### config.mk
export PLATFORM = sky130hd
export DESIGN_NAME = part_sram_sync_flat
export DESIGN_NICKNAME = d
export VERILOG_FILES = /design/src/rtl/part_sram_sync_if.sv /design/src/rtl/part_sram_sync.sv /design/src/flat_wrapper.sv
export SDC_FILE = /design/constraint.sdc
export NUM_CORES = 1
export LEC_CHECK = 0
export CORE_MARGIN = 2
export CORE_UTILIZATION = 40
export DETAILED_ROUTE_END_ITERATION = 12
export DONT_BUFFER_PORTS = 1
export SYNTH_ARGS = -nofsm -noshare
export SYNTH_HDL_FRONTEND = slang
export SYNTH_SLANG_ARGS = --single-unit
### constraint.sdc
create_clock -name clk -period 16.7 [get_ports clk]
set_clock_uncertainty 0.1 [all_clocks]
set_input_delay 0 -clock clk [delete_from_list [all_inputs] [get_ports clk]]
set_output_delay 0 -clock clk [all_outputs]
set_load 0.005 [all_outputs]
### src/rtl/part_sram_sync_if.sv
// rtl/part_sram_sync_if.sv - access bus for part_sram_sync
interface part_sram_sync_if #(
    parameter int WIDTH = 1,
    parameter int AW    = 10
);
    logic             ce_n;
    logic             we_n;
    logic [AW-1:0]    addr;
    logic [WIDTH-1:0] di;
    logic [WIDTH-1:0] dout;
    logic             rd_valid;
    logic             busy;
    logic             parity_err;

    modport master (
        output ce_n, we_n, addr, di,
        input  dout, rd_valid, busy, parity_err
    );

    modport slave (
        input  ce_n, we_n, addr, di,
        output dout, rd_valid, busy, parity_err
    );
endinterface

### src/rtl/part_sram_sync.sv
// rtl/part_sram_sync.sv - synchronous RAM with clear sweep after reset; RAM_PARITY_EN adds per-word even parity
module part_sram_sync #(
    parameter int               WIDTH      = 1,
    parameter int               DEPTH      = 1024,
    parameter int               AW         = 10,
    parameter logic [WIDTH-1:0] INIT_VALUE = '0
) (
    input  logic            clk,
    input  logic            reset_n,
    part_sram_sync_if.slave bus
);
    typedef enum logic {ST_CLEAR, ST_READY} state_t;

    localparam logic [AW:0]   DEPTH_W = (AW+1)'(DEPTH);
    localparam logic [AW-1:0] LAST    = AW'(DEPTH - 1);

    state_t           state_q, state_d;
    logic [AW-1:0]    cnt_q;
    logic             addr_ok;
    logic             mem_we;
    logic [AW-1:0]    mem_waddr;
    logic [WIDTH-1:0] mem_wdata;
    logic             rd_en;

    logic [WIDTH-1:0] mem [DEPTH];

    // An X/Z address makes this compare unknown, which the if-statements below treat as out of range.
    assign addr_ok = ({1'b0, bus.addr} < DEPTH_W);

    always_ff @(posedge clk) begin
        if (!reset_n) begin
            state_q  <= ST_CLEAR;
            cnt_q    <= '0;
            bus.busy <= 1'b1;
        end else begin
            state_q  <= state_d;
            bus.busy <= (state_d == ST_CLEAR);
            if (state_q == ST_CLEAR) begin
                cnt_q <= cnt_q + 1'b1;
            end
        end
    end

    always_comb begin
        state_d   = state_q;
        mem_we    = 1'b0;
        mem_waddr = cnt_q;
        mem_wdata = INIT_VALUE;
        rd_en     = 1'b0;
        case (state_q)
            ST_CLEAR: begin
                mem_we = 1'b1;
                if (cnt_q == LAST) begin
                    state_d = ST_READY;
                end
            end
            ST_READY: begin
                if (!bus.ce_n) begin
                    if (!bus.we_n) begin
                        mem_waddr = bus.addr;
                        mem_wdata = bus.di;
                        if (addr_ok) begin
                            mem_we = 1'b1;
                        end
                    end else begin
                        rd_en = 1'b1;
                    end
                end
            end
            default: state_d = ST_CLEAR;
        endcase
    end

`ifdef RAM_PARITY_EN
    logic          par_mem [DEPTH];
    logic          inj_tog;
    logic          inj_seen;
    logic [AW-1:0] inj_addr;

    // Test hook: flips the stored parity bit of one word at the next clock edge.
    task automatic inject_error(input logic [AW-1:0] a);
        inj_addr = a;
        inj_tog  = (inj_tog === 1'b1) ? 1'b0 : 1'b1;
    endtask

    always_ff @(posedge clk) begin
        inj_seen <= inj_tog;
        if (reset_n && mem_we) begin
            mem[mem_waddr]     <= mem_wdata;
            par_mem[mem_waddr] <= ^mem_wdata;
        end
        if (inj_tog != inj_seen) begin
            par_mem[inj_addr] <= ~par_mem[inj_addr];
        end
    end
`else
    always_ff @(posedge clk) begin
        if (reset_n && mem_we) begin
            mem[mem_waddr] <= mem_wdata;
        end
    end
`endif

    always_ff @(posedge clk) begin
        if (!reset_n) begin
            bus.dout       <= '0;
            bus.rd_valid   <= 1'b0;
            bus.parity_err <= 1'b0;
        end else begin
            bus.rd_valid <= rd_en;
            if (rd_en) begin
                if (addr_ok) begin
                    bus.dout <= mem[bus.addr];
`ifdef RAM_PARITY_EN
                    bus.parity_err <= (^mem[bus.addr]) ^ par_mem[bus.addr];
`else
                    bus.parity_err <= 1'b0;
`endif
                end else begin
                    bus.dout       <= '0;
                    bus.parity_err <= 1'b0;
                end
            end
        end
    end
endmodule
### src/flat_wrapper.sv
// flat-port wrapper written by rule: the top's interface ports become plain ports
module part_sram_sync_flat 
#(
    parameter int               WIDTH      = 1,
    parameter int               DEPTH      = 1024,
    parameter int               AW         = 10,
    parameter logic [WIDTH-1:0] INIT_VALUE = '0
)
  (clk, reset_n, bus_ce_n, bus_we_n, bus_addr, bus_di, bus_dout, bus_rd_valid, bus_busy, bus_parity_err);
  part_sram_sync_if #(.WIDTH(WIDTH), .AW(AW)) bus_i ();
  input  logic clk;
  input  logic reset_n;
  input wire logic [$bits(bus_i.ce_n)-1:0] bus_ce_n;
  input wire logic [$bits(bus_i.we_n)-1:0] bus_we_n;
  input wire logic [$bits(bus_i.addr)-1:0] bus_addr;
  input wire logic [$bits(bus_i.di)-1:0] bus_di;
  output wire logic [$bits(bus_i.dout)-1:0] bus_dout;
  output wire logic [$bits(bus_i.rd_valid)-1:0] bus_rd_valid;
  output wire logic [$bits(bus_i.busy)-1:0] bus_busy;
  output wire logic [$bits(bus_i.parity_err)-1:0] bus_parity_err;
  assign bus_i.ce_n = bus_ce_n;
  assign bus_i.we_n = bus_we_n;
  assign bus_i.addr = bus_addr;
  assign bus_i.di = bus_di;
  assign bus_dout = bus_i.dout;
  assign bus_rd_valid = bus_i.rd_valid;
  assign bus_busy = bus_i.busy;
  assign bus_parity_err = bus_i.parity_err;
  part_sram_sync #(.WIDTH(WIDTH), .DEPTH(DEPTH), .AW(AW), .INIT_VALUE(INIT_VALUE)) u_core (.clk(clk), .reset_n(reset_n), .bus(bus_i));
endmodule
# Word level (Yosys, flattened, before mapping)
# Memories as Yosys holds them, arrays and structs flattened. A register that Yosys moved wholly into a read port is not among the register bits.
# Index checks and enable logic that the tools add are counted.
[classes]
addsub = 1
eq_ne = 1
mux = 16
bitwise = 2
n_reduce_logical = 2
[ops]
columns = ["op", "count"]
rows = [
  ["10-bit 2-to-1 mux", 3],
  ["1-bit 2-to-1 mux", 12],
  ["10-bit by 1-bit adder with 10-bit output (second input constant)", 1],
  ["10-bit == test (second input constant)", 1],
  ["1-bit inverter", 2],
  ["1-bit one-hot mux with 2 select lines", 1],
  ["1-bit logical AND", 1],
  ["1-bit zero test", 1],
]
[totals]
ff_bits = 13
ramBits = 1024
input_bits = 15
out_inout_bits = 4
n_memories = 1
[memory_table]
columns = ["memory", "depth", "word_bits", "rd", "rd_clocked_by_memory_dff", "wr", "line", "text"]
rows = [
  ["u_core.mem", 1024, 1, 1, 1, 1, "part_sram_sync.sv:25", "logic [WIDTH-1:0] mem [DEPTH];"],
]

# Depth between registers and ports, before layout
[depth]
word_depth = 6
ltp_mapped = 13

# Worst setup path before layout
# No wires, ideal clock.
[synth_timing]
path_kind = "reg2reg"
from = "reg u_core.state_q"
to = "mem u_core.mem[0], data pin"
setup_time_ps = 2891
arrival_time_ps = 14180
t_required_ps = 13709
path_slack_ps = -471
path_stages_with_launch = 8
cell_sequence = "dfxtp_1 buf_2 nor2b_1 nor2b_1 buf_2 buf_4 buf_2 and2_1"
[synth_between]
elab_chain_len = 1
[synth_rtl]
columns = ["item", "line", "text"]
rows = [
  ["start, declared", "part_sram_sync.sv:17", "state_t state_q, state_d;"],
  ["start signal, assigned", "part_sram_sync.sv:36", "state_q <= state_d;"],
  ["1-bit 2-to-1 mux", "part_sram_sync.sv:50", "case (state_q)"],
  ["net u_core.mem_wdata", "part_sram_sync.sv:22", "logic [WIDTH-1:0] mem_wdata;"],
  ["end, declared", "part_sram_sync.sv:25", ""],
]
# The timed path passes the listed nets, and every way through them passes these cells.

# Worst setup path after layout
[layout_timing]
from = "reg u_core.state_q"
to = "mem u_core.mem[326], data pin"
# The elaborated chain is that of the path after synthesis.

==> qor.yml <==
run_status:
  status: "finished, final reports clean"
worst_setup_path:
  rr_startpoint: "u_core.state_q"
  critPathMaxStageDelay_ns: 1.01
  crit_family: "simple AND/OR/NAND/NOR gates"
  crit_type: "reg2reg"
  critPathMaxFanout: 114
  worst_path_max_delay_cell: "and2_4"
  crit_buf_inv: 2
  required_ns: 16.93
  path_cells: "nor2b_1 -> nor2b_2 -> and2_4 -> buf_4 -> buf_4"
  startpoint_type: "register"
  crit_arrival_ns: 5.14
  cp-end-kind: "register"
  crit_top_cell: "buf_4"
  crit_start: "u_core.state_q"
sta:
  worst-slew-pin-transition_ns: 1.20
  finalCriticalPeriod_ns: 4.90
  finalHoldViolations: 0
  finalWorstSetupSlack_ns: 11.80
  fmax_ghz: 0.204
  tns_ns: 0
  rsz0062_at_grt: "false"
  whs_ns: 0.0536
  setup_viol: 0
  relSlewSlack_pct: 20.1
  final_max_slew_viol_count: 0
  min_period_over_period_pct: 29.4
cts:
  clockBufferDepth: 3
  htreeDepth: 3
  clk_pin_slew_ns: 0.07
  clock-sinks: 1038
  ctsResizeCount: 0
  numCtsBuffers: 107
  cts_tree: "yes"
  insertion_delay_ns: 0.69
  cts_root_buffer: "clkbuf_16"
global_routing:
  antenna_found_initial: 4
  overflow: 0
  grt_pass1_vias: 26100
  grt_pass1_wl_um: 177000
  grt_max_degree: 244
  globalRouteTotalUtil_pct: 20.9
floorplan:
  die_w_um: 340
  core-area_mm2: 0.112
  die_h_um: 340
  start_util_pct: 40.3
  dieArea_mm2: 0.116
  rows: 123
  io_pins: 19
detailed_routing:
  vias: 26900
  drc_errors: 0
  via_per_inst: 5.82
  dr.first_iter.drc_count: 3616
  routed_wl_um: 122000
  ant_nets: 0
  dr.pass1.iters: 5
  wire_per_inst_um: 26.5
logic_synthesis:
  synth_edf_count: 1024
  synth_fp_nets: 3176
  syn_avg_cell_area_um2: 14.3
  syn_area_mm2: 0.0452
  syn_inst: 3160
  synth.top_cell.area_share_pct: 68.1
  ys_ff_latch: 1038
  yosysWarnings: 0
  yosys-top-cells-count: "nor2_1 (1051), edfxtp_1 (1024), mux4_2 (214), buf_2 (141), nand2_1 (117)"
  ys_types: 61
  yosys.area.top_type: "edfxtp_1"
  yosysMostFrequentCell: "nor2_1"
  synthTopCellsByArea: "edfxtp_1 (68%), mux4_2 (11%), nor2_1 (8.7%)"
  synthArstFlopShare_pct: 0
  synth-seq-area-share_pct: 68.7
  yosys_most_used_dff: "edfxtp_1"
placement:
  pre_cts_slack_ns: 11.91
  port_buffers: 0
  place_area_mm2: 0.0461
  gp_congestion: 0.775
  dp_hpwl_um: 62300
power_and_ir_drop:
  combinationalPowerShare_pct: 2.2
  peakVddDrop_mv: 0.0917
  leakage_nw: 12.3
  p_int_w: 0.00421
  switchingPower_w: 0.00107
  pwr-share-clk_pct: 44.4
  p_seq_share_pct: 53.5
  power_w: 0.00527
  powerDensity_mw_per_mm2: 106
  p_sw_share_pct: 20.2
finish:
  antennaDiodeCount: 0
  nNetsFinal: 3049
  drive_gt1_share_pct: 14.7
  stdcell_area_mm2: 0.0496
  fillCellCount: 10000
  area_delta_synth_final_pct: 9.77
flow_run:
  drv_cap: 0
hold_path:
  hp-class: "in2reg"
  min_from: "bus_addr[9]"
worst register-to-register path: stages, from the launching register on:
cell,delay [ns]
dfxtp_1,0.49
nor2b_1,0.23
nor2b_2,0.95
and2_4,1.01
buf_4,0.81
buf_4,0.87
layout make-up:
| cell class | instances | area, um^2 | area share (%) |
|---|---|---|---|
| sequential | 1038 | 31000 | 62.6 |
| clock inverter | 53 | 455 | 0.919 |
| multi-input combinational | 1820 | 12800 | 25.7 |
| inverter | 5 | 18.8 | 0.0379 |
| tap | 1500 | 1880 | 3.79 |
| clock buffer | 144 | 2940 | 5.93 |
| timing repair buffer | 61 | 485 | 0.979 |
flip-flops by register name (all words and copies together) (netlist names):
name,count
u_core.bus.dout,1
u_core.bus.rd_valid,1
u_core.state_q,1
u_core.mem,1024
u_core.cnt_q,10
u_core.bus.busy,1
cells by family after synthesis:
logic type | after synthesis | share of synthesized area, %
fa+ha+maj | 1 | 0.0277
other cells | 1 | 0.00830
simple gates | 1300 | 11.5
compound gates | 183 | 2.88
flops | 1038 | 68.7
mux | 327 | 13.4
buf+inv | 302 | 3.30
xor+xnor | 8 | 0.155
per-layer routing:
metal	share of wire [%]	vias to the layer above	global-route usage, %	wire (um)
met1	41	14200	28.5	49900
met2	49	1093	34.4	59400
met4	3.0	4	6.03	3620
met5	0.018	-	0	22
met3	7.6	226	3.77	9270
li1	-	11400	-	-
path summary, 6_finish.rpt:
path / cells past startpoint / end / slack, ns
max: 5 / u_core.mem[326] / 11.80
min reg2reg: 2 / u_core.cnt_q[8] / 0.47
max reg2reg: 5 / u_core.mem[326] / 11.80
min: 5 / u_core.bus.dout / 0.05
per-stage QoR:
| step | instances | utilization (%) |
|---|---|---|
| finish | 4621 | 44.2 |
| global route | 4621 | 44.2 |
| CTS | 4621 | 44.2 |
| detailed placement | 4413 | 41.1 |
| global placement | 4412 | 41.0 |
| floorplan | 3160 | - |
power groups by stage:
| stage | registers (W) | logic (W) | clock network, W |
|---|---|---|---|
| after global routing | 0.00282 | 0.000118 | 0.00247 |
| after global placement | 0.00287 | 0.000109 | 0 |
| final | 0.00282 | 0.000114 | 0.00234 |
| after CTS | 0.00282 | 0.000113 | 0.00237 |
| after detailed placement | 0.00287 | 0.000110 | 0 |
| after floorplan | 0.00287 | 0.000108 | 0 |
placed cells by master, fill, tap and decap left out, types with 19 or more instances in the layout:
cell,netlist,layout
nor2_1,1051,1051
edfxtp_1,1024,1024
mux4_2,214,214
clkbuf_16,0,111
mux2i_1,103,102
nand2_1,117,84
buf_4,22,50
o221ai_1,35,35
a21oi_1,34,34
nor3_1,32,32
nand2_2,0,29
clkbuf_1,55,29
o22ai_1,26,26
nand3_1,21,21
clkinv_1,0,21
a22oi_1,20,20
clkinv_2,0,19
what timing repair did:
item | CTS | global route
buffers inserted | 0 | 0
hold buffers | 11 | 0
endpoints found under the setup margin | 0 | 0
endpoints found under the hold margin | 126 | 0
(Power assumes the default switching activity.)
